[src/rtl/priority_encoder_16_to_4_if.sv]
// priority_encoder_16_to_4_if: request/handshake bundle between a requester and the priority encoder
interface priority_encoder_16_to_4_if;
    logic        en;
    logic [15:0] in;
    logic        out_ready;
    logic        clr_ovf;
    logic [3:0]  out;
    logic        out_valid;
    logic [15:0] pending;
    logic        overflow;
    modport master (output en, in, out_ready, clr_ovf, input out, out_valid, pending, overflow);
    modport slave (input en, in, out_ready, clr_ovf, output out, out_valid, pending, overflow);
endinterface

[src/rtl/priority_encoder_16_to_4.sv]
// priority_encoder_16_to_4: latches request strobes and issues prioritized 4-bit indices over valid/ready
module priority_encoder_16_to_4 #(
    parameter bit LOW_FIRST = 1'b1
) (
    input  logic                       clk,
    input  logic                       rst,
    priority_encoder_16_to_4_if.slave  bus
);
    typedef enum logic {IDLE, PRESENT} state_t;
    state_t      r_state;
    logic [15:0] r_pending;
    logic [3:0]  r_out;
    logic        r_valid;
    logic        r_overflow;
    logic        w_pop;
    logic [15:0] w_pop_mask;
    logic [15:0] w_in;
    logic [15:0] w_next;
    logic        w_collide;

    // The last set bit visited wins, so the scan order decides priority.
    function automatic logic [3:0] enc(input logic [15:0] v);
        enc = 4'd0;
        for (int i = 0; i < 16; i++)
            if (v[LOW_FIRST ? 15 - i : i]) enc = LOW_FIRST ? 4'(15 - i) : 4'(i);
    endfunction

    assign w_pop      = r_valid && bus.out_ready;
    assign w_pop_mask = w_pop ? (16'h1 << r_out) : 16'h0;
    assign w_in       = bus.en ? bus.in : 16'h0;
    assign w_next     = (r_pending & ~w_pop_mask) | w_in;
    assign w_collide  = |(w_in & r_pending & ~w_pop_mask);

    // Pending merge, sticky overflow and the IDLE/PRESENT presenter.
    always_ff @(posedge clk) begin
        if (rst) begin
            r_state    <= IDLE;
            r_pending  <= 16'h0;
            r_out      <= 4'd0;
            r_valid    <= 1'b0;
            r_overflow <= 1'b0;
        end else begin
            r_pending  <= w_next;
            r_overflow <= w_collide | (r_overflow & ~bus.clr_ovf);
            case (r_state)
                IDLE: if (r_pending != 16'h0) begin
                    r_out   <= enc(r_pending);
                    r_valid <= 1'b1;
                    r_state <= PRESENT;
                end
                PRESENT: if (w_pop) begin
                    if (w_next != 16'h0) begin
                        r_out <= enc(w_next);
                    end else begin
                        r_valid <= 1'b0;
                        r_state <= IDLE;
                    end
                end
            endcase
        end
    end

    assign bus.out       = r_out;
    assign bus.out_valid = r_valid;
    assign bus.pending   = r_pending;
    assign bus.overflow  = r_overflow;
endmodule

[src/flat_wrapper.sv]
// flat-port wrapper written by rule: the top's interface ports become plain ports
module priority_encoder_16_to_4_flat 
#(
    parameter bit LOW_FIRST = 1'b1
)
  (clk, rst, bus_en, bus_in, bus_out_ready, bus_clr_ovf, bus_out, bus_out_valid, bus_pending, bus_overflow);
  priority_encoder_16_to_4_if bus_i ();
  input  logic clk;
  input  logic rst;
  input wire logic [$bits(bus_i.en)-1:0] bus_en;
  input wire logic [$bits(bus_i.in)-1:0] bus_in;
  input wire logic [$bits(bus_i.out_ready)-1:0] bus_out_ready;
  input wire logic [$bits(bus_i.clr_ovf)-1:0] bus_clr_ovf;
  output wire logic [$bits(bus_i.out)-1:0] bus_out;
  output wire logic [$bits(bus_i.out_valid)-1:0] bus_out_valid;
  output wire logic [$bits(bus_i.pending)-1:0] bus_pending;
  output wire logic [$bits(bus_i.overflow)-1:0] bus_overflow;
  assign bus_i.en = bus_en;
  assign bus_i.in = bus_in;
  assign bus_i.out_ready = bus_out_ready;
  assign bus_i.clr_ovf = bus_clr_ovf;
  assign bus_out = bus_i.out;
  assign bus_out_valid = bus_i.out_valid;
  assign bus_pending = bus_i.pending;
  assign bus_overflow = bus_i.overflow;
  priority_encoder_16_to_4 #(.LOW_FIRST(LOW_FIRST)) u_core (.clk(clk), .rst(rst), .bus(bus_i));
endmodule
[config.mk]
export PLATFORM = sky130hd
export DESIGN_NAME = priority_encoder_16_to_4_flat
export DESIGN_NICKNAME = d
export VERILOG_FILES = /design/src/rtl/priority_encoder_16_to_4_if.sv /design/src/rtl/priority_encoder_16_to_4.sv /design/src/flat_wrapper.sv
export SDC_FILE = /design/constraint.sdc
export NUM_CORES = 1
export LEC_CHECK = 0
export BUFFER_PORTS_ARGS = -buffer_cell sky130_fd_sc_hd__buf_2
export CORE_MARGIN = 5
export CORE_UTILIZATION = 50
export CTS_BUF_LIST = sky130_fd_sc_hd__clkbuf_4
export DETAILED_ROUTE_END_ITERATION = 8
export HOLD_SLACK_MARGIN = 0.05
export PLACE_DENSITY = 0.76
export SKIP_LAST_GASP = 1
export SYNTH_ARGS = -nofsm -noshare
export SYNTH_HDL_FRONTEND = slang
export SYNTH_SLANG_ARGS = --single-unit
[constraint.sdc]
create_clock -name clk -period 6 [get_ports clk]
set_input_delay 0.6 -clock clk [delete_from_list [all_inputs] [get_ports clk]]
set_output_delay 0.6 -clock clk [all_outputs]
set_load 0.01 [all_outputs]
**Yosys cells after proc, flatten, opt, wreduce, memory -nomap -nowiden**

Cells that the tools add are included.

- Register bits: 23
- Word-level logic and storage cells: 71
- Input bits: 21

- Bitwise logic cells: 9
- Mux-type cells: 46
- Reduce and logical (&&, ||, !) cells: 6
- Shift operators: 1
- Equal/unequal tests: 4

Operators with widths:

| kind | number |
|---|---|
| two-way mux 4 bit | 35 |
| AND 16 bit | 3 |
| two-way mux 16 bit | 2 |
| nonzero test 16 bit | 2 |
| inverter 16 bit | 1 |
| bitwise OR 16 bit | 1 |
| OR reduction 16 bit | 1 |
| left shift 1 x 4 -> 16 bit (first input constant) | 1 |
| case mux 4 bit (2 select lines) | 1 |
| two-way mux 1 bit | 6 |
| != test 2 bit (second input constant) | 3 |
| AND reduction 3 bit | 2 |
| case mux 1 bit (2 select lines) | 2 |
| != test 2 x 1 -> 1 bit (second input constant) | 1 |
| inverter 1 bit | 2 |
| AND 1 bit | 1 |
| logical AND 1 bit | 1 |
| bitwise OR 1 bit | 1 |

**Depth between registers and ports, before layout**

- Word-level depth: 24
- Depth in mapped cells: 8

**Least setup slack after synthesis**

OpenSTA, ideal clock, no wires.

- Kind: input-to-reg
- From: input bus_en
- To: register u_core.r_out[1], in the netlist u_core.bus.out[1]
- Data required time: 5.912 ns
- Arrival time: 2.093 ns
- Cell stages on the path: 7
- Path buffers: 1
- Path slack: 3.819 ns
- Cell sequence: buf_1 > a221oi_1 > nand2_1 > nor3_4 > nand4_4 > and2_4 > a311oi_2

- Longest elaborated chain between the ends: 21
- Elaborated cells on any way between the ends: 24

Ends and longest elaborated chain:

| element | line | text |
|---|---|---|
| from (decl) | flat_wrapper.sv:10 | `input wire logic [$bits(bus_i.en)-1:0] bus_en;` |
| two-way mux 16 bit (*) | priority_encoder_16_to_4.sv:30 | `assign w_in = bus.en ? bus.in : 16'h0;` |
| bitwise OR 16 bit (*) | priority_encoder_16_to_4.sv:31 | `assign w_next = (r_pending & ~w_pop_mask) \| w_in;` |
| two-way mux 4 bit (16 in a row) | priority_encoder_16_to_4.sv:25 | `if (v[LOW_FIRST ? 15 - i : i]) enc = LOW_FIRST ? 4'(15 - i) : 4'(i);` |
| two-way mux 4 bit | priority_encoder_16_to_4.sv:52 | `if (w_next != 16'h0) begin` |
| two-way mux 4 bit | priority_encoder_16_to_4.sv:51 | `PRESENT: if (w_pop) begin` |
| case mux 4 bit (2 select lines) | priority_encoder_16_to_4.sv:45 | `case (r_state)` |
| to (signal assigned) | priority_encoder_16_to_4.sv:47 | `r_out <= enc(r_pending);` |
| to (signal assigned) | priority_encoder_16_to_4.sv:53 | `r_out <= enc(w_next);` |
| to (decl) | priority_encoder_16_to_4.sv:12 | `logic [3:0] r_out;` |

Every way passes the cells marked *; elsewhere a longest branch is shown, timed or not. The select of a mux whose other input is x is not followed.
A chain may end at the register's enable or synchronous reset.

**Worst setup path in the final report**

- From: register u_core.r_out[1], in the netlist u_core.bus.out[1]
- To: register u_core.r_out[1], in the netlist u_core.bus.out[1]

- Longest elaborated chain between the ends: 24
- Elaborated cells on any way between the ends: 27

Ends and longest elaborated chain:

| element | line | text |
|---|---|---|
| left shift 1 x 4 -> 16 bit (*) | priority_encoder_16_to_4.sv:29 | `assign w_pop_mask = w_pop ? (16'h1 << r_out) : 16'h0;` |
| two-way mux 16 bit (*) | priority_encoder_16_to_4.sv:29 |  |
| inverter 16 bit (*) | priority_encoder_16_to_4.sv:31 |  |
| AND 16 bit (*) | priority_encoder_16_to_4.sv:31 |  |
| bitwise OR 16 bit (*) | priority_encoder_16_to_4.sv:31 |  |
| two-way mux 4 bit (16 in a row) | priority_encoder_16_to_4.sv:25 |  |
| two-way mux 4 bit | priority_encoder_16_to_4.sv:52 |  |
| two-way mux 4 bit | priority_encoder_16_to_4.sv:51 |  |
| case mux 4 bit (2 select lines) | priority_encoder_16_to_4.sv:45 |  |

Marked as above.

==> results.py <==
metrics = {
    "outcome": {
        "outcome": "completed",
    },
    "setup_path": {
        "slowest_stage": "dfxtp_1",
        "cp.buffers_inverters": 0,
        "cp-start-kind": "flop",
        "crit_required_ns": 6.24,
        "worstRegToRegCells": 7,
        "cp.arrival_ns": 2.73,
        "path_depth": 7,
        "crit_family": "simple AND/OR/NAND/NOR gates",
        "reg2reg_slack_ns": 3.51,
        "path_max_fanout": 17,
        "cp_cell_sequence": "nand2b_1, o21ai_1, a21boi_1, and3_4, nand4_4, and2_4, a311oi_2",
        "cp-end-kind": "flop",
        "critPathMaxStageDelay_ns": 0.74,
        "timing_worst_setup_path_type": "flop to flop",
    },
    "global_routing": {
        "gr-total-overflow": 0,
        "grt_use_total_pct": 23.5,
        "antenna_found_initial": 0,
        "grt_max_degree": 24,
        "grt_pass1_wl_um": 8080,
        "grt_pass1_vias": 1676,
    },
    "clock_network": {
        "cts_root_buf": "clkbuf_4",
        "h-tree-depth": 1,
        "cts_tree": "built",
        "post_cts_buffers": 0,
        "path_clk_slew_ns": 0.14,
        "cts.path.max_buffers": 2,
        "ctsResizeCount": 0,
        "clk_latency_ns": 0.32,
        "numCtsBuffers": 3,
        "hold_buffers": 0,
        "cts_sinks": 23,
    },
    "floorplan": {
        "io_pins": 43,
        "coreArea_sq_um": 3080,
        "die_area_sq_um": 4470,
        "die_w_um": 66.9,
        "start_util_pct": 52.6,
        "num_rows": 20,
        "die_h_um": 66.9,
    },
    "yosys": {
        "synth.net_count": 223,
        "synth_adder_area_share_pct": 0,
        "synth-simple-area-share_pct": 31.3,
        "synth_xor_area_share_pct": 0,
        "seq_area_frac_synth_pct": 28.5,
        "synth_top_family_by_area": "compound AO/OA/AOI/OAI gates",
        "synth_area_per_cell_sq_um": 8.01,
        "synth.area.mux_share_pct": 0,
        "syn_area_sq_um": 1620,
        "synth-compound-area-share_pct": 37.3,
        "synthArstFlopShare_pct": 0,
        "synth_edf_count": 0,
        "postSynthCellCount": 202,
        "synth_ff_type": "dfxtp_1",
        "ys_seq_elements": 23,
        "synth_cell_types": 57,
        "synth_warnings": 0,
    },
    "placement": {
        "hpwl_um": 3850,
        "gp_congestion": 0.934,
        "place_ws_ns": 3.40,
        "io_buffer_count": 42,
    },
    "drt": {
        "drt_drc_violations_left": 0,
        "routedWlPerCell_um": 17.9,
        "via_count": 1844,
        "dr_wl_met2_um": 2480,
        "viasPerCell": 6.45,
        "routed.top_layer": "met4",
        "postRouteWirelength_um": 5130,
        "dr.pass1.iters": 5,
        "route.met3.wl_um": 395,
        "drt-met1-wl_um": 2190,
        "ant_nets": 0,
        "first_iter_violations": 262,
    },
    "timing": {
        "slew_headroom_pct": 58.8,
        "setup_ws_ns": 3.51,
        "worst_pin_slew_ns": 0.618,
        "hold_viol_final": 0,
        "post-route-min-period_ns": 2.49,
        "clock.fmax_mhz": 402,
        "setup_violations": 0,
        "rsz0062_at_grt": "false",
        "slew_violations": 0,
        "finalCritPeriodShare_pct": 41.4,
        "fin_tns_setup_ns": 0,
        "final.setup_skew_ns": 0.00911,
    },
    "layout": {
        "syn2layout_area_growth_pct": 16.7,
        "fillers": 293,
        "ff_latch_area_sq_um": 460,
        "antenna_cells": 0,
        "nets": 264,
        "drive_above_1_share_pct": 25.6,
        "multi_input_area_sq_um": 1110,
    },
    "power": {
        "ir_worst_vdd_uv": 99.7,
        "powerDensity_nw_per_um2": 215,
        "power.total_uw": 405,
        "power_leakage_nw": 0.789,
    },
    "hold_path": {
        "hold_class": "flop to flop",
        "hold_depth": 2,
    },
    "run": {
        "maxCapViolations": 0,
    },
}
## Yosys cell counts (2+ instances only)
| library cell | number | area [sq um] |
|---|---|---|
| nor3_4 | 2 | 32.5 |
| a31oi_1 | 2 | 12.5 |
| o21a_1 | 3 | 22.5 |
| o21ai_0 | 5 | 25.0 |
| o211ai_1 | 4 | 30.0 |
| inv_1 | 6 | 22.5 |
| o2111ai_1 | 3 | 26.3 |
| a22o_1 | 2 | 17.5 |
| a21boi_0 | 2 | 15.0 |
| a221oi_2 | 3 | 45.0 |
| a211oi_2 | 2 | 25.0 |
| o31ai_1 | 6 | 45.0 |
| a21boi_1 | 2 | 15.0 |
| clkbuf_1 | 3 | 11.3 |
| nor4_1 | 3 | 18.8 |
| nand2b_1 | 7 | 43.8 |
| nor2_1 | 23 | 86.3 |
| o21ai_1 | 3 | 15.0 |
| dfxtp_1 | 23 | 460 |
| nand3_1 | 8 | 40.0 |
| a211o_1 | 2 | 17.5 |
| nor3_1 | 3 | 15.0 |
| a211oi_1 | 2 | 15.0 |
| a221oi_1 | 4 | 35.0 |
| or2_1 | 2 | 12.5 |
| a21oi_1 | 19 | 95.1 |
| buf_2 | 2 | 10.0 |
| a22oi_1 | 2 | 15.0 |
| nand2_1 | 21 | 78.8 |
| nand4_1 | 2 | 12.5 |
| and2_1 | 3 | 18.8 |
| a21o_1 | 3 | 22.5 |
## layer usage
layer / GRT usage, % / vias up
met3: 3.20 / 9
met2: 38.4 / 119
li1: - / 858
met1: 31.7 / 858
met4: 7.09 / 0
met5: 0 / -
## worst paths after layout
| path | start | endpoint |
|---|---|---|
| setup / recovery | u_core.bus.out[1] | u_core.bus.out[1] |
| hold / removal | u_core.bus.overflow | u_core.bus.overflow |
| setup reg to reg | u_core.bus.out[1] | u_core.bus.out[1] |
| hold reg to reg | u_core.bus.overflow | u_core.bus.overflow |
## cell families after synthesis
family / Yosys count
DFF: 23
buffers and inverters: 12
AOI/OAI and AO/OA: 80
and+or+nand+nor: 87
## report_power, final
group	switching, mW	internal (mW)	leakage (nW)
combinational	0.0748	0.0552	0.579
sequential	0.0281	0.166	0.191
clock	0.0508	0.0306	0.0184
total	0.154	0.252	0.789
## area by class of cell
type                    instances  share of cell area [%]
clock buffers                   4                    1.59
flip-flops and latches         23                    24.4
well taps                      44                    2.92
repair buffers                 42                    11.1
multi-input cells             167                    58.8
inverters                       6                    1.19
## tightest hold or removal path, delay by kind of cell, from the launching register on
kind             cells  cell delay, ns
AO/OA/AOI/OAI        1            0.06
flip-flops           1            0.33
AND/OR/NAND/NOR      1            0.06
## cell usage in the layout (no fill, tap or decap), types with 4 or more instances in the layout
master and n:
clkbuf_4 4, nor2_1 23, nand2b_1 7, nand2_1 21, o31ai_1 6, nand3_1 8
o211ai_1 4, a21oi_1 19, a221oi_1 4, dfxtp_1 23, buf_2 42, o21ai_0 5
inv_1 6
## stage by stage
| step | utilization [%] | area (sq um) | std cells | hold WS, ns |
|---|---|---|---|---|
| 2_1_floorplan | - | 1620 | 202 | 0.493 |
| 5_1_grt | 61.3 | 1890 | 286 | 0.513 |
| 6_report | 61.3 | 1890 | 286 | 0.480 |
| 3_3_place_gp | 60.4 | 1860 | 282 | 0.460 |
| 3_5_place_dp | 60.4 | 1860 | 282 | 0.461 |
| 4_1_cts | 61.3 | 1890 | 286 | 0.483 |
## sequential cells by signal (all words and copies together), names as in the netlist
register and flops:
u_core.bus.out 4, u_core.bus.out_valid 1, u_core.bus.overflow 1, u_core.bus.pending 16, u_core.r_state 1
Note: power is estimated with default switching activity, not from simulation.
